`config.mk`:
```
export PLATFORM = sky130hd
export DESIGN_NAME = scratchstack_ctrl
export DESIGN_NICKNAME = d
export VERILOG_FILES = /design/src/rtl/scratchstack_ctrl.sv
export SDC_FILE = /design/constraint.sdc
export NUM_CORES = 1
export LEC_CHECK = 0
export CORE_MARGIN = 2
export CORE_UTILIZATION = 39
export DETAILED_ROUTE_END_ITERATION = 8
export GPL_TIMING_DRIVEN = 0
export PLACE_DENSITY = 0.74
export SETUP_SLACK_MARGIN = 0.2
export SLEW_MARGIN = 30
export SYNTH_ARGS = -nofsm -noshare
export SYNTH_HDL_FRONTEND = slang
export SYNTH_SLANG_ARGS = --single-unit
```
`constraint.sdc`:
```
create_clock -name CLK -period 2.06 [get_ports CLK]
set_input_delay 0.309 -clock CLK [delete_from_list [all_inputs] [get_ports CLK]]
set_output_delay 0.309 -clock CLK [all_outputs]
set_load 0.05 [all_outputs]
```
`src/rtl/scratchstack_ctrl.sv`:
```
// Command/response sequencer for the single-port scratch-stack RAM.
// Owns the stack pointer and reports PUSH overflow and POP/PEEK underflow.
module scratchstack_ctrl #(
    parameter int ADDR_WIDTH = 8,
    parameter int DATA_WIDTH = 32
) (
    input  logic                  CLK,
    input  logic                  RST,
    input  logic                  cmd_valid,
    output logic                  cmd_ready,
    input  logic [1:0]            cmd_op,
    input  logic [DATA_WIDTH-1:0] cmd_wdata,
    output logic                  rsp_valid,
    output logic                  rsp_err,
    output logic [DATA_WIDTH-1:0] rsp_rdata,
    output logic [ADDR_WIDTH:0]   depth,
    output logic                  empty,
    output logic                  full,
    output logic [ADDR_WIDTH-1:0] ram_addr,
    output logic [DATA_WIDTH-1:0] ram_wdata,
    output logic                  ram_wen,
    input  logic [DATA_WIDTH-1:0] ram_rdata
);
    localparam logic [1:0] OP_CLEAR = 2'b00;
    localparam logic [1:0] OP_PUSH  = 2'b01;
    localparam logic [1:0] OP_POP   = 2'b10;
    localparam logic [ADDR_WIDTH:0] CAP = (ADDR_WIDTH+1)'(1) << ADDR_WIDTH;

    typedef enum logic [1:0] {S_IDLE, S_WR, S_RD1, S_RD2} state_t;

    state_t                r_state;
    logic [ADDR_WIDTH:0]   r_sp;
    logic                  r_err;
    logic                  r_clr;
    logic [ADDR_WIDTH:0]   w_sp_dec;

    assign w_sp_dec  = r_sp - (ADDR_WIDTH+1)'(1);
    assign depth     = r_sp;
    assign empty     = (r_sp == '0);
    assign full      = (r_sp == CAP);
    assign cmd_ready = (r_state == S_IDLE);

    always_ff @(posedge CLK) begin
        if (RST) begin
            r_state   <= S_IDLE;
            r_sp      <= '0;
            r_err     <= 1'b0;
            r_clr     <= 1'b0;
            ram_addr  <= '0;
            ram_wdata <= '0;
            ram_wen   <= 1'b0;
            rsp_valid <= 1'b0;
            rsp_err   <= 1'b0;
            rsp_rdata <= '0;
        end else begin
            rsp_valid <= 1'b0;
            case (r_state)
                S_IDLE: begin
                    if (cmd_valid) begin
                        r_clr <= (cmd_op == OP_CLEAR);
                        if (cmd_op == OP_CLEAR) begin
                            r_err   <= 1'b0;
                            r_state <= S_WR;
                        end else if (cmd_op == OP_PUSH) begin
                            // overflow takes the same path as a write, minus the write
                            r_err   <= full;
                            r_state <= S_WR;
                            if (!full) begin
                                ram_addr  <= r_sp[ADDR_WIDTH-1:0];
                                ram_wdata <= cmd_wdata;
                                ram_wen   <= 1'b1;
                            end
                        end else begin
                            r_err   <= empty;
                            r_state <= S_RD1;
                            if (!empty) begin
                                ram_addr <= w_sp_dec[ADDR_WIDTH-1:0];
                                if (cmd_op == OP_POP) r_sp <= w_sp_dec;
                            end
                        end
                    end
                end
                S_WR: begin
                    ram_wen   <= 1'b0;
                    rsp_valid <= 1'b1;
                    rsp_err   <= r_err;
                    if (r_clr)       r_sp <= '0;
                    else if (!r_err) r_sp <= r_sp + (ADDR_WIDTH+1)'(1);
                    r_state   <= S_IDLE;
                end
                S_RD1: r_state <= S_RD2;
                S_RD2: begin
                    rsp_valid <= 1'b1;
                    rsp_err   <= r_err;
                    rsp_rdata <= r_err ? '0 : ram_rdata;
                    r_state   <= S_IDLE;
                end
                default: r_state <= S_IDLE;
            endcase
        end
    end
endmodule

```
==> results.py, run 1 <==
metrics = {
    "hold_path": {
        "hp-start": "ram_wdata[0]$_SDFFE_PP0P_",
        "hold_class": "reg2reg",
        "hold-path-cell-count": 2,
        "hold_end": "ram_wdata[0]$_SDFFE_PP0P_",
    },
    "global_route": {
        "grt_max_degree": 14,
        "track_usage_pct": 21.8,
        "grt_pass1_vias": 3981,
        "grt_antenna_before_repair": 0,
        "grt_pass1_wl_mm": 19.3,
        "grt_overflow": 0,
    },
    "yosys": {
        "synth.cell_area_um2": 3870,
        "synth-simple-area-share_pct": 25.7,
        "synth_cell_types": 49,
        "synth_fa_ha_area_share_pct": 0.970,
        "synth_top_family_by_area": "simple AND/OR/NAND/NOR gates",
        "synth_compound_area_share_pct": 19.3,
        "mappedNetlistNets": 543,
        "synth_edf_count": 0,
        "async_reset_ff_share_pct": 0,
        "yosysWarningCount": 0,
        "synth-seq-cells": 88,
        "ys_seq_area_share_pct": 45.5,
        "ys.flop_type": "dfxtp_1",
        "synth_xor_area_share_pct": 2.04,
        "synthMuxAreaShare_pct": 0.776,
        "syn_area_per_cell_um2": 8.22,
        "syn-instance-count": 471,
    },
    "cells_and_area": {
        "diodes": 0,
        "drive_above_1_share_pct": 23.6,
        "finalNetCount": 730,
        "final_cell_mix": "119 x clkdlybuf4s50_1, 82 x dfxtp_1, 51 x nor2_1, 48 x a21oi_1, 42 x nand2_1",
        "synthToLayoutAreaGrowth_pct": 69.8,
        "final_common_cell": "clkdlybuf4s50_1",
        "finalNonFillerCells": 794,
    },
    "clocking": {
        "clk_pin_slew_worst_paths_ps": 90,
        "cts_inserted_buffers": 9,
        "cts_tree": "built",
        "clock-sinks": 88,
        "cts_buffer_depth": 2,
        "insertion_delay_ps": 350,
        "htreeDepth": 3,
        "cts-root-buf": "clkbuf_8",
    },
    "routing": {
        "routed_wirelength_mm": 12.8,
        "firstDrtPassIters": 5,
        "avgViaCountPerCell": 5.25,
        "first_iter_violations": 262,
        "ant_nets": 0,
        "vias": 4167,
        "routedWlPerCell_um": 16.2,
        "drt_drc_violations_left": 0,
    },
    "job": {
        "cap_viol_max_count": 0,
    },
    "power_and_ir_drop": {
        "leakagePower_uw": 0.00284,
        "irDropWorstVdd_uv": 539,
        "power_uw": 6570,
        "power.density_nw_per_um2": 999,
    },
    "sta": {
        "holdWs_ps": 455,
        "skew_ps": 15.7,
        "rsz0062_at_grt": "true",
        "finalHoldViolCount": 0,
        "slew_headroom_pct": 50.5,
        "fmaxAchievable_mhz": 444,
        "finalSetupViolCount": 19,
        "period_needed_ps": 2250,
        "timing.final.ws_setup_ps": -195,
        "fin_crit_sh_pct": 109,
        "slew_violations": 0,
        "worst_pin_slew_ps": 742,
    },
    "die": {
        "die_width_um": 104,
        "io_pins": 156,
        "die-area_um2": 10700,
        "row_count": 36,
        "initial_core_util_pct": 40.0,
        "die-height_um": 104,
        "core_area_um2": 9680,
    },
    "placement": {
        "dp_cells": 758,
        "hpwlAfterDp_mm": 8.56,
        "gp_congestion": 0.900,
        "port-buffer-count": 154,
    },
    "worst_setup_path": {
        "crit_type": "reg2reg",
        "start_kind": "register",
        "r2r_start": "depth[5]$_SDFFE_PP0P_",
        "cp-end-kind": "register",
        "path_max_fanout": 6,
        "crit_arrival_ps": 2510,
        "crit_required_ps": 2320,
        "reg2reg_to": "ram_addr[5]$_SDFFE_PP0P_",
        "reg2reg_slack_ps": -190,
        "worstRegToRegCells": 7,
        "startpoint": "depth[5]$_SDFFE_PP0P_",
    },
    "run_status": {
        "violations": "negative setup slack",
        "status": "complete, but fails checks",
    },
}
[where the power goes]
| part | switching, uW | internal [uW] |
|---|---|---|
| registers | 103 | 1860 |
| logic | 1950 | 1530 |
| clock network | 591 | 533 |
[cells in the mapped netlist, types with 2 or more instances]
master / instances / share of area (%)
dfxtp_1: 88 / 46
nand2_1: 75 / 7.3
a21oi_1: 71 / 9.2
nor2_1: 55 / 5.3
nor3b_1: 33 / 6.4
clkbuf_1: 30 / 2.9
buf_2: 8 / 1.0
inv_1: 7 / 0.68
a211oi_2: 6 / 1.9
nand2b_1: 6 / 0.97
a21oi_2: 5 / 1.1
nand3_1: 5 / 0.65
o21ai_0: 5 / 0.65
xnor2_1: 5 / 1.1
nor2b_1: 4 / 0.65
o21ai_2: 4 / 0.90
or3_1: 4 / 0.65
xor2_1: 4 / 0.90
a211o_1: 3 / 0.68
a211oi_1: 3 / 0.58
a22oi_1: 3 / 0.58
a31oi_1: 3 / 0.48
and2_1: 3 / 0.48
ha_1: 3 / 0.97
mux2i_1: 3 / 0.78
nand3b_1: 3 / 0.58
nand4_1: 3 / 0.48
nor3_1: 3 / 0.39
buf_4: 2 / 0.39
buf_6: 2 / 0.58
nor4_1: 2 / 0.32
o32a_1: 2 / 0.52
o32ai_1: 2 / 0.45
[worst max path at each step]
stage	to	cells after the start
finish	ram_addr[5]$_SDFFE_PP0P_	7
global route	depth[2]$_SDFFE_PP0P_	8
CTS	empty	5
detailed placement	full	5
global placement	full	5
floorplan	ram_addr[4]$_SDFFE_PP0P_	7
[per-stage QoR]
stage	setup slack [ps]	instance area (um^2)	setup TNS (ps)	utilization, %
finish	-195	6570	-2710	67.9
floorplan	-4.85	3940	-21.9	-
CTS	-254	6080	-3580	62.8
detailed placement	-541	5650	-14790	58.3
global placement	-540	5650	-14710	58.3
global route	-230	6570	-3430	67.9
[flip-flops by register name (all words and copies together), names as in the netlist]
| name | flops |
|---|---|
| ram_wdata | 32 |
| rsp_rdata | 32 |
| depth | 9 |
| ram_addr | 8 |
| r_state | 2 |
| r_clr | 1 |
| r_err | 1 |
| ram_wen | 1 |
| rsp_err | 1 |
| rsp_valid | 1 |
[worst max-delay path, cell delays in order (launching register included)]
cell       delay (ps)
dfxtp_4           360
buf_8             110
or4_4             420
or4_4             470
buf_4             160
a22o_4            270
clkbuf_16         170
a211oi_2          200
[logic make-up after synthesis]
| family | Yosys count |
|---|---|
| simple gates | 203 |
| buf+inv | 50 |
| compound gates | 115 |
| xor+xnor | 9 |
| flops | 88 |
| fa+ha+maj | 3 |
| mux | 3 |
[cell type report]
type                            count  area, um^2
Sequential cell                    88        1780
Timing Repair Buffer              176        1850
Clock buffer                       12         166
Clock inverter                      2        13.8
Inverter                            7        36.3
Buffer                             43         299
Multi-Input combinational cell    333        2260
Fill cell                         777        3110
Tap cell                          133         166
[timing repair]
item | 4_1_cts | 5_1_grt
gates resized for setup | 60 | 119
gates cloned | 2 | 3
pin swaps | 7 | 14
setup endpoints to repair | 89 | 78
setup buffers | 11 | 6
hold buffers | 0 | 0
endpoints found under the hold margin | 0 | 0
[per-layer routing]
metal	up-vias	wire length [um]	track usage, %
met2	193	6200	35.6
met1	1966	5330	26.9
met5	-	0	0
met3	31	955	6.61
met4	0	342	8.78
li1	1977	-	-
No activity file was read; power rests on OpenSTA's default activity.
==> inputs of run 2 (changes only) <==
Settings changed: CORE_UTILIZATION 39 to 43, PLACE_DENSITY 0.74 to 0.78, SKIP_CTS_REPAIR_TIMING set to 1.
Clock period 2.06 ns to 2.4 ns, I/O delays scaled along.
==> results.py, run 2 (synthesized netlist as in run 1, its figures left out) <==
metrics = {
    "run_status": {
        "status": "completed",
    },
    "routing": {
        "first_iter_violations": 182,
        "routed_wirelength_mm": 11.3,
        "avgViaCountPerCell": 5.17,
        "firstDrtPassIters": 4,
        "vias": 3917,
        "drt_drc_violations_left": 0,
        "ant_nets": 0,
        "routedWlPerCell_um": 15.0,
    },
    "cells_and_area": {
        "diodes": 0,
        "final_util_pct": 67.9,
        "final_common_cell": "clkdlybuf4s50_1",
        "finalNonFillerCells": 757,
        "finalNetCount": 718,
        "drive_above_1_share_pct": 12.5,
        "synthToLayoutAreaGrowth_pct": 52.9,
        "final_cell_mix": "151 x clkdlybuf4s50_1, 82 x dfxtp_1, 75 x nand2_1, 70 x a21oi_1, 50 x nor2_1",
    },
    "sta": {
        "skew_ps": 10.5,
        "finalSetupViolCount": 0,
        "period_needed_ps": 2310,
        "holdWs_ps": 456,
        "slew_violations": 0,
        "finalHoldViolCount": 0,
        "fin_crit_sh_pct": 96.4,
        "fmaxAchievable_mhz": 432,
        "rsz0062_at_grt": "true",
        "worst_pin_slew_ps": 616,
        "slew_headroom_pct": 58.9,
    },
    "placement": {
        "hpwlAfterDp_mm": 8.51,
        "dp_cells": 733,
        "gp_congestion": 0.878,
        "port-buffer-count": 154,
    },
    "worst_setup_path": {
        "startpoint": "depth[2]$_SDFFE_PP0P_",
        "path_max_fanout": 5,
        "cpMostUsedCell": "or4_4",
        "crit_required_ps": 2040,
        "start_kind": "register",
        "crit_arrival_ps": 1950,
        "slowest_delay_ps": 550,
        "cp-end-kind": "output port",
        "critical_path.slowest_cell": "or4_4",
        "crit_family": "simple AND/OR/NAND/NOR gates",
        "crit_chain": "or4_4 -> or4_4 -> inv_2 -> buf_8",
        "crit_buf_inv": 2,
        "r2r_start": "depth[2]$_SDFFE_PP0P_",
        "crit_type": "reg2out",
        "reg2reg_slack_ps": 150,
    },
    "die": {
        "io_pins": 156,
        "die_width_um": 98.9,
        "core_area_um2": 8720,
        "die-height_um": 98.9,
        "initial_core_util_pct": 44.4,
        "die-area_um2": 9780,
        "row_count": 34,
    },
    "clocking": {
        "htreeDepth": 3,
        "cts-root-buf": "clkbuf_8",
        "cts_tree": "built",
        "cts_inserted_buffers": 9,
        "cts_buffer_depth": 2,
        "insertion_delay_ps": 340,
        "clock-sinks": 88,
        "clk_pin_slew_worst_paths_ps": 80,
    },
    "hold_path": {
        "hold_class": "reg2reg",
        "hp-start": "ram_wdata[11]$_SDFFE_PP0P_",
    },
    "global_route": {
        "grt_pass1_vias": 3720,
        "grt_pass1_wl_mm": 18.1,
        "grt_max_degree": 14,
        "grt_overflow": 0,
        "track_usage_pct": 22.7,
        "grt_antenna_before_repair": 0,
    },
    "job": {
        "cap_viol_max_count": 0,
    },
    "power_and_ir_drop": {
        "irDropWorstVdd_uv": 845,
        "leakagePower_uw": 0.00210,
        "power.density_nw_per_um2": 868,
    },
}
[run 2: worst paths after layout]
kind | cells after the start | to
worst min register to register | 2 | ram_wdata[11]$_SDFFE_PP0P_
worst max-delay path | 4 | empty
worst min-delay path | 2 | ram_wdata[11]$_SDFFE_PP0P_
worst max register to register | 7 | ram_addr[5]$_SDFFE_PP0P_
[run 2: cell type report]
cell class | instances | area, um^2
clock buffer | 12 | 166
fill | 712 | 2800
buffer | 43 | 225
sequential | 88 | 1770
tap | 108 | 135
inverter | 7 | 28.8
clock inverter | 2 | 13.8
multi-input combinational | 333 | 1940
timing repair buffer | 164 | 1640
[run 2: worst min-delay path: stages, from the launching register on]
cell and delay [ps]:
dfxtp_1 310, nand2_1 50, a21oi_1 50
[run 2: metrics by stage]
step	instance area, um^2	TNS, ps	worst slack, ps	total power (uW)
finish	5920	0	85.7	5140
global route	5920	-6.30	-6.30	5410
CTS	5740	-6170	-724	4870
detailed placement	5560	-3880	-328	3900
global placement	5560	-2870	-342	3890
floorplan	3880	0	113	3260
[run 2: routing by layer]
| layer | GRT usage [%] | vias up | part of all wire (%) |
|---|---|---|---|
| li1 | - | 1952 | - |
| met1 | 28.9 | 1785 | 43 |
| met2 | 37.6 | 168 | 45 |
| met3 | 6.88 | 12 | 10 |
| met4 | 5.69 | 0 | 1.2 |
| met5 | 0 | - | 0 |
[run 2: report_power, final]
group / switching (uW) / internal (uW)
logic: 1460 / 1050
registers: 90.5 / 1590
clock network: 495 / 458
total: 2040 / 3090
